[config.mk]
export PLATFORM = sky130hd
export DESIGN_NAME = ibex_mem_arb_flat
export DESIGN_NICKNAME = d
export VERILOG_FILES = /design/src/rtl/ibex_mem_arb_if.sv /design/src/rtl/ibex_mem_arb.sv /design/src/flat_wrapper.sv
export SDC_FILE = /design/constraint.sdc
export NUM_CORES = 1
export LEC_CHECK = 0
export ABC_AREA = 1
export CAP_MARGIN = 0
export CELL_PAD_IN_SITES_DETAIL_PLACEMENT = 1
export CELL_PAD_IN_SITES_GLOBAL_PLACEMENT = 1
export CORE_ASPECT_RATIO = 1.25
export CORE_MARGIN = 5
export CORE_UTILIZATION = 20
export DETAILED_ROUTE_END_ITERATION = 10
export PLACE_DENSITY_LB_ADDON = 0.1
export SLEW_MARGIN = 0
export SYNTH_ARGS = -nofsm -noshare
export SYNTH_HDL_FRONTEND = slang
export SYNTH_SLANG_ARGS = --single-unit
[constraint.sdc]
create_clock -name clk_i -period 1.7 [get_ports clk_i]
set_clock_uncertainty 0.05 [all_clocks]
set_input_delay 0.17 -clock clk_i [delete_from_list [all_inputs] [get_ports clk_i]]
set_output_delay 0.17 -clock clk_i [all_outputs]
set_load 0.02 [all_outputs]
[src/rtl/ibex_mem_arb_if.sv]
// ibex_mem_arb_if
//   Bundles the Ibex instruction-fetch port, the Ibex load/store port, the
//   single-port RAM port and the statistics counters of ibex_mem_arb.
//   slave  : view taken by the arbiter.
//   master : view taken by the environment, which is the core plus the RAM.
//   Signal suffixes (_i/_o) are from the arbiter's point of view.
interface ibex_mem_arb_if #(
    parameter int RamAw = 14
);
    // Instruction fetch (read-only)
    logic              instr_req_i;
    logic [31:0]       instr_addr_i;
    logic              instr_gnt_o;
    logic              instr_rvalid_o;
    logic [31:0]       instr_rdata_o;
    logic              instr_err_o;
    // Load/store
    logic              data_req_i;
    logic              data_we_i;
    logic [3:0]        data_be_i;
    logic [31:0]       data_addr_i;
    logic [31:0]       data_wdata_i;
    logic              data_gnt_o;
    logic              data_rvalid_o;
    logic [31:0]       data_rdata_o;
    logic              data_err_o;
    // Single-port RAM, fixed 1-cycle read latency
    logic              ram_req_o;
    logic              ram_we_o;
    logic [3:0]        ram_be_o;
    logic [RamAw-1:0]  ram_addr_o;
    logic [31:0]       ram_wdata_o;
    logic [31:0]       ram_rdata_i;
    // Saturating statistics
    logic [15:0]       instr_grant_cnt_o;
    logic [15:0]       data_grant_cnt_o;
    logic [15:0]       err_cnt_o;

    modport slave (
        input  instr_req_i, instr_addr_i,
        output instr_gnt_o, instr_rvalid_o, instr_rdata_o, instr_err_o,
        input  data_req_i, data_we_i, data_be_i, data_addr_i, data_wdata_i,
        output data_gnt_o, data_rvalid_o, data_rdata_o, data_err_o,
        output ram_req_o, ram_we_o, ram_be_o, ram_addr_o, ram_wdata_o,
        input  ram_rdata_i,
        output instr_grant_cnt_o, data_grant_cnt_o, err_cnt_o
    );

    modport master (
        output instr_req_i, instr_addr_i,
        input  instr_gnt_o, instr_rvalid_o, instr_rdata_o, instr_err_o,
        output data_req_i, data_we_i, data_be_i, data_addr_i, data_wdata_i,
        input  data_gnt_o, data_rvalid_o, data_rdata_o, data_err_o,
        input  ram_req_o, ram_we_o, ram_be_o, ram_addr_o, ram_wdata_o,
        output ram_rdata_i,
        input  instr_grant_cnt_o, data_grant_cnt_o, err_cnt_o
    );
endinterface

[src/rtl/ibex_mem_arb.sv]
// ibex_mem_arb
//   Arbitrates the Ibex instruction and load/store ports onto one single-port
//   RAM. At most one grant per cycle, combinational from the requests;
//   conflicts are resolved round-robin. Accesses outside the RAM window are
//   granted but not forwarded and answer with an error. Every grant produces
//   exactly one response on its own port in the following cycle, so a new
//   grant can overlap the previous response (one access per cycle).
// Ports
//   clk_i   : clock, rising edge
//   rst_ni  : asynchronous active-low reset
//   bus     : ibex_mem_arb_if.slave (instr port, data port, RAM port, counters)
// Parameters
//   RamAw   : RAM word-address width (2**RamAw 32-bit words)
//   RamBase : RAM byte base address, aligned to 4*2**RamAw
module ibex_mem_arb #(
    parameter int          RamAw   = 14,
    parameter logic [31:0] RamBase = 32'h0010_0000
) (
    input  logic           clk_i,
    input  logic           rst_ni,
    ibex_mem_arb_if.slave  bus
);
    localparam int TagLsb = RamAw + 2;

    function automatic logic in_range(input logic [31:0] addr);
        return addr[31:TagLsb] == RamBase[31:TagLsb];
    endfunction

    function automatic logic [15:0] sat_inc(input logic [15:0] val, input logic en);
        return (en && (val != 16'hFFFF)) ? val + 16'd1 : val;
    endfunction

    // last_q: 0 = instr granted most recently, 1 = data
    logic        last_q, last_d;
    logic        resp_valid_q, resp_valid_d;
    logic        resp_owner_q, resp_owner_d;   // 0 = instr, 1 = data
    logic        resp_err_q, resp_err_d;
    logic        resp_write_q, resp_write_d;
    logic [15:0] instr_cnt_q, instr_cnt_d;
    logic [15:0] data_cnt_q, data_cnt_d;
    logic [15:0] err_cnt_q, err_cnt_d;

    logic        gnt_instr, gnt_data, any_gnt;
    logic [31:0] sel_addr;
    logic        sel_in_range;
    logic        ram_req;
    logic [31:0] resp_rdata;
    logic        unused_addr_lsb;

    always_comb begin
        // Grants are gated by reset so nothing is granted while rst_ni is low.
        gnt_instr    = rst_ni & bus.instr_req_i & (~bus.data_req_i | last_q);
        gnt_data     = rst_ni & bus.data_req_i & (~bus.instr_req_i | ~last_q);
        any_gnt      = gnt_instr | gnt_data;
        sel_addr     = gnt_data ? bus.data_addr_i : bus.instr_addr_i;
        sel_in_range = in_range(sel_addr);
        ram_req      = any_gnt & sel_in_range;

        last_d       = last_q;
        if (gnt_data) begin
            last_d = 1'b1;
        end else if (gnt_instr) begin
            last_d = 1'b0;
        end

        resp_valid_d = any_gnt;
        resp_owner_d = gnt_data;
        resp_err_d   = any_gnt & ~sel_in_range;
        resp_write_d = gnt_data & bus.data_we_i;

        instr_cnt_d  = sat_inc(instr_cnt_q, gnt_instr);
        data_cnt_d   = sat_inc(data_cnt_q, gnt_data);
        err_cnt_d    = sat_inc(err_cnt_q, resp_err_d);
    end

    always_ff @(posedge clk_i or negedge rst_ni) begin
        if (!rst_ni) begin
            last_q       <= 1'b1;
            resp_valid_q <= 1'b0;
            resp_owner_q <= 1'b0;
            resp_err_q   <= 1'b0;
            resp_write_q <= 1'b0;
            instr_cnt_q  <= 16'h0;
            data_cnt_q   <= 16'h0;
            err_cnt_q    <= 16'h0;
        end else begin
            last_q       <= last_d;
            resp_valid_q <= resp_valid_d;
            resp_owner_q <= resp_owner_d;
            resp_err_q   <= resp_err_d;
            resp_write_q <= resp_write_d;
            instr_cnt_q  <= instr_cnt_d;
            data_cnt_q   <= data_cnt_d;
            err_cnt_q    <= err_cnt_d;
        end
    end

    // Byte offset bits play no role in word addressing.
    assign unused_addr_lsb = ^sel_addr[1:0];

    assign bus.instr_gnt_o = gnt_instr;
    assign bus.data_gnt_o  = gnt_data;

    assign bus.ram_req_o   = ram_req;
    assign bus.ram_we_o    = ram_req & gnt_data & bus.data_we_i;
    assign bus.ram_be_o    = ram_req ? (gnt_data ? bus.data_be_i : 4'hF) : 4'h0;
    assign bus.ram_addr_o  = sel_addr[RamAw+1:2];
    assign bus.ram_wdata_o = bus.data_wdata_i;

    // RAM read data is only meaningful for forwarded reads.
    assign resp_rdata = (resp_valid_q & ~resp_err_q & ~resp_write_q) ? bus.ram_rdata_i : 32'h0;

    assign bus.instr_rvalid_o = resp_valid_q & ~resp_owner_q;
    assign bus.instr_err_o    = resp_valid_q & ~resp_owner_q & resp_err_q;
    assign bus.instr_rdata_o  = resp_owner_q ? 32'h0 : resp_rdata;

    assign bus.data_rvalid_o  = resp_valid_q & resp_owner_q;
    assign bus.data_err_o     = resp_valid_q & resp_owner_q & resp_err_q;
    assign bus.data_rdata_o   = resp_owner_q ? resp_rdata : 32'h0;

    assign bus.instr_grant_cnt_o = instr_cnt_q;
    assign bus.data_grant_cnt_o  = data_cnt_q;
    assign bus.err_cnt_o         = err_cnt_q;
endmodule

[src/flat_wrapper.sv]
// flat-port wrapper written by rule: the top's interface ports become plain ports
module ibex_mem_arb_flat 
#(
    parameter int          RamAw   = 14,
    parameter logic [31:0] RamBase = 32'h0010_0000
)
  (clk_i, rst_ni, bus_instr_req_i, bus_instr_addr_i, bus_instr_gnt_o, bus_instr_rvalid_o, bus_instr_rdata_o, bus_instr_err_o, bus_data_req_i, bus_data_we_i, bus_data_be_i, bus_data_addr_i, bus_data_wdata_i, bus_data_gnt_o, bus_data_rvalid_o, bus_data_rdata_o, bus_data_err_o, bus_ram_req_o, bus_ram_we_o, bus_ram_be_o, bus_ram_addr_o, bus_ram_wdata_o, bus_ram_rdata_i, bus_instr_grant_cnt_o, bus_data_grant_cnt_o, bus_err_cnt_o);
  ibex_mem_arb_if #(.RamAw(RamAw)) bus_i ();
  input  logic clk_i;
  input  logic rst_ni;
  input wire logic [$bits(bus_i.instr_req_i)-1:0] bus_instr_req_i;
  input wire logic [$bits(bus_i.instr_addr_i)-1:0] bus_instr_addr_i;
  output wire logic [$bits(bus_i.instr_gnt_o)-1:0] bus_instr_gnt_o;
  output wire logic [$bits(bus_i.instr_rvalid_o)-1:0] bus_instr_rvalid_o;
  output wire logic [$bits(bus_i.instr_rdata_o)-1:0] bus_instr_rdata_o;
  output wire logic [$bits(bus_i.instr_err_o)-1:0] bus_instr_err_o;
  input wire logic [$bits(bus_i.data_req_i)-1:0] bus_data_req_i;
  input wire logic [$bits(bus_i.data_we_i)-1:0] bus_data_we_i;
  input wire logic [$bits(bus_i.data_be_i)-1:0] bus_data_be_i;
  input wire logic [$bits(bus_i.data_addr_i)-1:0] bus_data_addr_i;
  input wire logic [$bits(bus_i.data_wdata_i)-1:0] bus_data_wdata_i;
  output wire logic [$bits(bus_i.data_gnt_o)-1:0] bus_data_gnt_o;
  output wire logic [$bits(bus_i.data_rvalid_o)-1:0] bus_data_rvalid_o;
  output wire logic [$bits(bus_i.data_rdata_o)-1:0] bus_data_rdata_o;
  output wire logic [$bits(bus_i.data_err_o)-1:0] bus_data_err_o;
  output wire logic [$bits(bus_i.ram_req_o)-1:0] bus_ram_req_o;
  output wire logic [$bits(bus_i.ram_we_o)-1:0] bus_ram_we_o;
  output wire logic [$bits(bus_i.ram_be_o)-1:0] bus_ram_be_o;
  output wire logic [$bits(bus_i.ram_addr_o)-1:0] bus_ram_addr_o;
  output wire logic [$bits(bus_i.ram_wdata_o)-1:0] bus_ram_wdata_o;
  input wire logic [$bits(bus_i.ram_rdata_i)-1:0] bus_ram_rdata_i;
  output wire logic [$bits(bus_i.instr_grant_cnt_o)-1:0] bus_instr_grant_cnt_o;
  output wire logic [$bits(bus_i.data_grant_cnt_o)-1:0] bus_data_grant_cnt_o;
  output wire logic [$bits(bus_i.err_cnt_o)-1:0] bus_err_cnt_o;
  assign bus_i.instr_req_i = bus_instr_req_i;
  assign bus_i.instr_addr_i = bus_instr_addr_i;
  assign bus_instr_gnt_o = bus_i.instr_gnt_o;
  assign bus_instr_rvalid_o = bus_i.instr_rvalid_o;
  assign bus_instr_rdata_o = bus_i.instr_rdata_o;
  assign bus_instr_err_o = bus_i.instr_err_o;
  assign bus_i.data_req_i = bus_data_req_i;
  assign bus_i.data_we_i = bus_data_we_i;
  assign bus_i.data_be_i = bus_data_be_i;
  assign bus_i.data_addr_i = bus_data_addr_i;
  assign bus_i.data_wdata_i = bus_data_wdata_i;
  assign bus_data_gnt_o = bus_i.data_gnt_o;
  assign bus_data_rvalid_o = bus_i.data_rvalid_o;
  assign bus_data_rdata_o = bus_i.data_rdata_o;
  assign bus_data_err_o = bus_i.data_err_o;
  assign bus_ram_req_o = bus_i.ram_req_o;
  assign bus_ram_we_o = bus_i.ram_we_o;
  assign bus_ram_be_o = bus_i.ram_be_o;
  assign bus_ram_addr_o = bus_i.ram_addr_o;
  assign bus_ram_wdata_o = bus_i.ram_wdata_o;
  assign bus_i.ram_rdata_i = bus_ram_rdata_i;
  assign bus_instr_grant_cnt_o = bus_i.instr_grant_cnt_o;
  assign bus_data_grant_cnt_o = bus_i.data_grant_cnt_o;
  assign bus_err_cnt_o = bus_i.err_cnt_o;
  ibex_mem_arb #(.RamAw(RamAw), .RamBase(RamBase)) u_core (.clk_i(clk_i), .rst_ni(rst_ni), .bus(bus_i));
endmodule
==> Flow_metrics.wiki <==
{| class="wikitable"
! Metric !! Value
|-
| Worst slew margin relative to its limit || between 40% and 50%
|-
| Worst reg2reg path endpoint || u_core.bus.err_cnt_o[6]
|-
| H-tree levels || 2
|-
| Violated checks || setup timing
|-
| Worst reg2reg setup slack || -110 ps
|-
| Overall overflow remaining after global route || 0
|-
| Number of hold violations in the final report || 0
|-
| Number of flip-flops and latches in the synthesized netlist || 53
|-
| Total negative slack || -2200 ps
|-
| RSZ-0062 raised after global routing || true
|-
| Sequential area share after synthesis || 31.9%
|-
| Pin count of the biggest net entering global routing || 54
|-
| Final setup margin || -136 ps
|-
| Floorplan row count || 59
|-
| Most used flip-flop cell after synthesis || sky130_fd_sc_hd__dfrtp_1
|-
| Reg clk slew, reported paths || approximately 80 ps
|-
| Run status || complete, but fails checks
|-
| CTS Buf Count || 5
|-
| Placer congestion estimate || 0.814
|-
| Data arrival time at the worst-slack endpoint || 1620 ps
|-
| Average size of a mapped cell || around 6.6 um^2
|-
| Vias in the first global route || 5712
|-
| Number of inserted diodes || 0
|-
| Buffer depth of the longest clock path || 2
|-
| Crit end category || output pin
|-
| Final WL || 21000 um
|-
| Starting density of the core || 20.1%
|-
| PortBufs || roughly 240
|-
| Warnings from Yosys || 0
|-
| Global-route usage over all layers || 16.7%
|-
| Data required time of the critical path || 1480 ps
|-
| Type of the worst setup path || flop to output pin
|-
| Global-route wire length before repair || 32100 um
|-
| Cell taking the most area after synthesis || sky130_fd_sc_hd__dfrtp_1
|-
| Share of flip-flops with an asynchronous set or reset || 100%
|-
| Area growth from synthesis to layout || 89.0%
|-
| Estimated wirelength of the detail-placed design || roughly 17000 um
|-
| Worst Reg2Reg Path Length in Cells || 11
|-
| Total count of max-transition violations in the final report || 0
|-
| Final Core Density || 38.1%
|-
| Power Density || 719 nW/um^2
|-
| Slew at the pin closest to its max-slew limit || 750 ps
|-
| Tcrit/Tclk final || 108%
|-
| Count of unique library cells instantiated by Yosys || 31
|-
| Clock Tree Root || sky130_fd_sc_hd__clkbuf_16
|-
| DR vias || roughly 5200
|-
| Critical R2R Launch || u_core.last_q
|-
| Standby leakage power || 3.73 nW
|-
| Floorplan core area || 20700 um^2
|-
| Number of placed instances with taps included || 1153
|-
| Net count reported at finish || 1036
|-
| Top cell type's share of synthesized area || 31.3%
|-
| Fmax || 545 MHz
|-
| Count of TritonRoute iterations in the first routing pass || 4
|-
| Die Footprint || 23800 um^2
|-
| Post-detailed-route count of antenna-violating nets || 0
|-
| Ranking of synthesized cells by area || sky130_fd_sc_hd__dfrtp_1, sky130_fd_sc_hd__nand2_1, sky130_fd_sc_hd__nor3_1
|-
| TritonCTS Sinks || 53
|-
| Overall die width || 139 um
|-
| Number of buffers added to fix hold violations after cts || 0
|-
| Die Ht || approximately 170 um
|-
| Final standard cell count with taps included and fillers excluded || between 1000 and 1500
|-
| Mapped cell area || 4160 um^2
|-
| Clock latency on the worst-skew pair || 300 ps
|-
| Maximum VDD drop || approximately 0.60 mV
|-
| Share of post-route cells with drive strength above 1 || 31.5%
|-
| Number of top-level design ports || 307
|-
| Startpoint class of the critical path || flop
|-
| Drt first-iter violations || 84
|-
| Synthesized instance count || 634
|-
| Crit path max fanout || 5
|-
| Max Cap Viol || 0
|-
| Number of nets produced by synthesis || 774
|-
| Final Hold Slack || 136 ps
|-
| Drc violations || 0
|-
| Routed via count divided by cell count || between 4 and 5
|-
| Routed length per instance || 18.0 um
|-
| TritonCTS clock tree || yes
|-
| Shortest clock period the worst path allows after layout || approximately 1800 ps
|-
| Initial antenna violation count || 6
|-
| Number of setup violations in the final report || 36
|-
| Min-delay worst type || input port to asynchronous set/reset pin
|-
| Number of flops mapped to enable cells by yosys || 0
|}
==> layout by cell type, fill, tap and decap left out, types with 3 or more instances in the layout <==
| master | n |
|---|---|
| sky130_fd_sc_hd__nand3_1 | 39 |
| sky130_fd_sc_hd__dfrtp_1 | 44 |
| sky130_fd_sc_hd__inv_1 | 69 |
| sky130_fd_sc_hd__buf_2 | 4 |
| sky130_fd_sc_hd__nor2_4 | 8 |
| sky130_fd_sc_hd__nor2_1 | 47 |
| sky130_fd_sc_hd__buf_12 | 10 |
| sky130_fd_sc_hd__o21ai_1 | 13 |
| sky130_fd_sc_hd__o21ai_0 | 6 |
| sky130_fd_sc_hd__buf_6 | 31 |
| sky130_fd_sc_hd__nand2_2 | 6 |
| sky130_fd_sc_hd__nor2_2 | 7 |
| sky130_fd_sc_hd__nand3_4 | 3 |
| sky130_fd_sc_hd__nand3b_1 | 5 |
| sky130_fd_sc_hd__xor2_1 | 20 |
| sky130_fd_sc_hd__buf_4 | 112 |
| sky130_fd_sc_hd__nand4_1 | 8 |
| sky130_fd_sc_hd__xnor2_1 | 14 |
| sky130_fd_sc_hd__inv_2 | 5 |
| sky130_fd_sc_hd__dlymetal6s2s_1 | 10 |
| sky130_fd_sc_hd__dfrtp_2 | 8 |
| sky130_fd_sc_hd__clkbuf_16 | 7 |
| sky130_fd_sc_hd__nor3_1 | 17 |
| sky130_fd_sc_hd__clkdlybuf4s50_1 | 137 |
| sky130_fd_sc_hd__nand3_2 | 3 |
| sky130_fd_sc_hd__nand2_1 | 180 |
| sky130_fd_sc_hd__nor3_4 | 9 |
| sky130_fd_sc_hd__nor3_2 | 54 |
==> Yosys cell counts, types with 6 or more instances <==
cell,count
sky130_fd_sc_hd__xor2_1,20
sky130_fd_sc_hd__o21ai_0,6
sky130_fd_sc_hd__nand2_1,186
sky130_fd_sc_hd__nor3_1,78
sky130_fd_sc_hd__o21ai_1,13
sky130_fd_sc_hd__xnor2_1,14
sky130_fd_sc_hd__nor2_1,58
sky130_fd_sc_hd__nand4_1,8
sky130_fd_sc_hd__inv_1,72
sky130_fd_sc_hd__buf_4,34
sky130_fd_sc_hd__clkbuf_1,15
sky130_fd_sc_hd__nand3_1,44
sky130_fd_sc_hd__dfrtp_1,52
==> power breakdown <==
part	internal [mW]	leakage [nW]	total [mW]	switching (mW)
clock	0.635	0.0805	1.15	0.516
sequential	1.51	0.687	1.80	0.296
combinational	1.30	2.96	2.70	1.40
==> cell type report <==
type                            count  area (um^2)
Tap cell                          274          343
Clock inverter                      1         8.76
Sequential cell                    53         1340
Timing Repair Buffer              310         2990
Clock buffer                        7          153
Inverter                           75          294
Fill cell                        2509        12800
Multi-Input combinational cell    451         2740
==> metal layers <==
metal | GRT usage [%] | wire [um] | up-vias | part of all wire [%]
li1 | - | - | 2494 | -
met1 | 18.9 | 8550 | 2441 | 41
met2 | 30.7 | 10600 | 200 | 50
met3 | 5.62 | 1460 | 26 | 7.0
met4 | 3.66 | 325 | 12 | 1.5
met5 | 0 | 74 | - | 0.35
==> repair_timing <==
action                                  4_1_cts  5_1_grt
resized for setup                           528      128
endpoints found under the setup margin      103      135
pin swaps                                     7        9
gates cloned                                  0        3
setup buffers                                 8        5
==> how the worst max path moves through the flow <==
stage                                  from  depth (start not counted)                 endpoint
floorplan           u_core.bus.err_cnt_o[0]                          9  u_core.bus.err_cnt_o[7]
global placement             bus_data_req_i                          8          bus_ram_be_o[2]
detailed placement           bus_data_req_i                          8          bus_ram_be_o[2]
CTS                           u_core.last_q                          8          bus_ram_be_o[2]
global route                  u_core.last_q                          8          bus_ram_be_o[2]
finish                        u_core.last_q                          8          bus_ram_be_o[2]
==> critical path, stage by stage, from the launching register on <==
cell	delay, ps
sky130_fd_sc_hd__dfstp_2	560
sky130_fd_sc_hd__a21oi_4	60
sky130_fd_sc_hd__buf_12	140
sky130_fd_sc_hd__clkinv_8	60
sky130_fd_sc_hd__nand3_4	80
sky130_fd_sc_hd__nand2_4	110
sky130_fd_sc_hd__nand2_8	80
sky130_fd_sc_hd__nor2_4	100
sky130_fd_sc_hd__buf_6	120
==> cells by family after synthesis <==
| group | count (synthesis) | share of synthesized area, % |
|---|---|---|
| AO/OA/AOI/OAI | 22 | 2.97 |
| XOR/XNOR | 34 | 7.15 |
| adder cells (fa/ha/maj) | 3 | 0.902 |
| buffers and inverters | 130 | 15.2 |
| flip-flops | 53 | 31.9 |
| AND/OR/NAND/NOR | 392 | 41.9 |
==> through the flow <==
stage          cell area [um^2]  setup slack, ps  power [mW]
3_5_place_dp               7100             -714        4.35
4_1_cts                    7360             -231        5.61
5_1_grt                    7870             -201        6.03
3_3_place_gp               7100             -585        4.30
6_report                   7870             -136        5.66
2_1_floorplan              4190             4.07        3.01
==> state kept, by name (all words and copies together) (netlist names) <==
signal	flops
u_core.bus.data_grant_cnt_o	16
u_core.bus.err_cnt_o	16
u_core.bus.instr_grant_cnt_o	16
u_core.last_q	1
u_core.resp_err_q	1
u_core.resp_owner_q	1
u_core.resp_valid_q	1
u_core.resp_write_q	1
No activity file was read; power rests on OpenSTA's default activity.
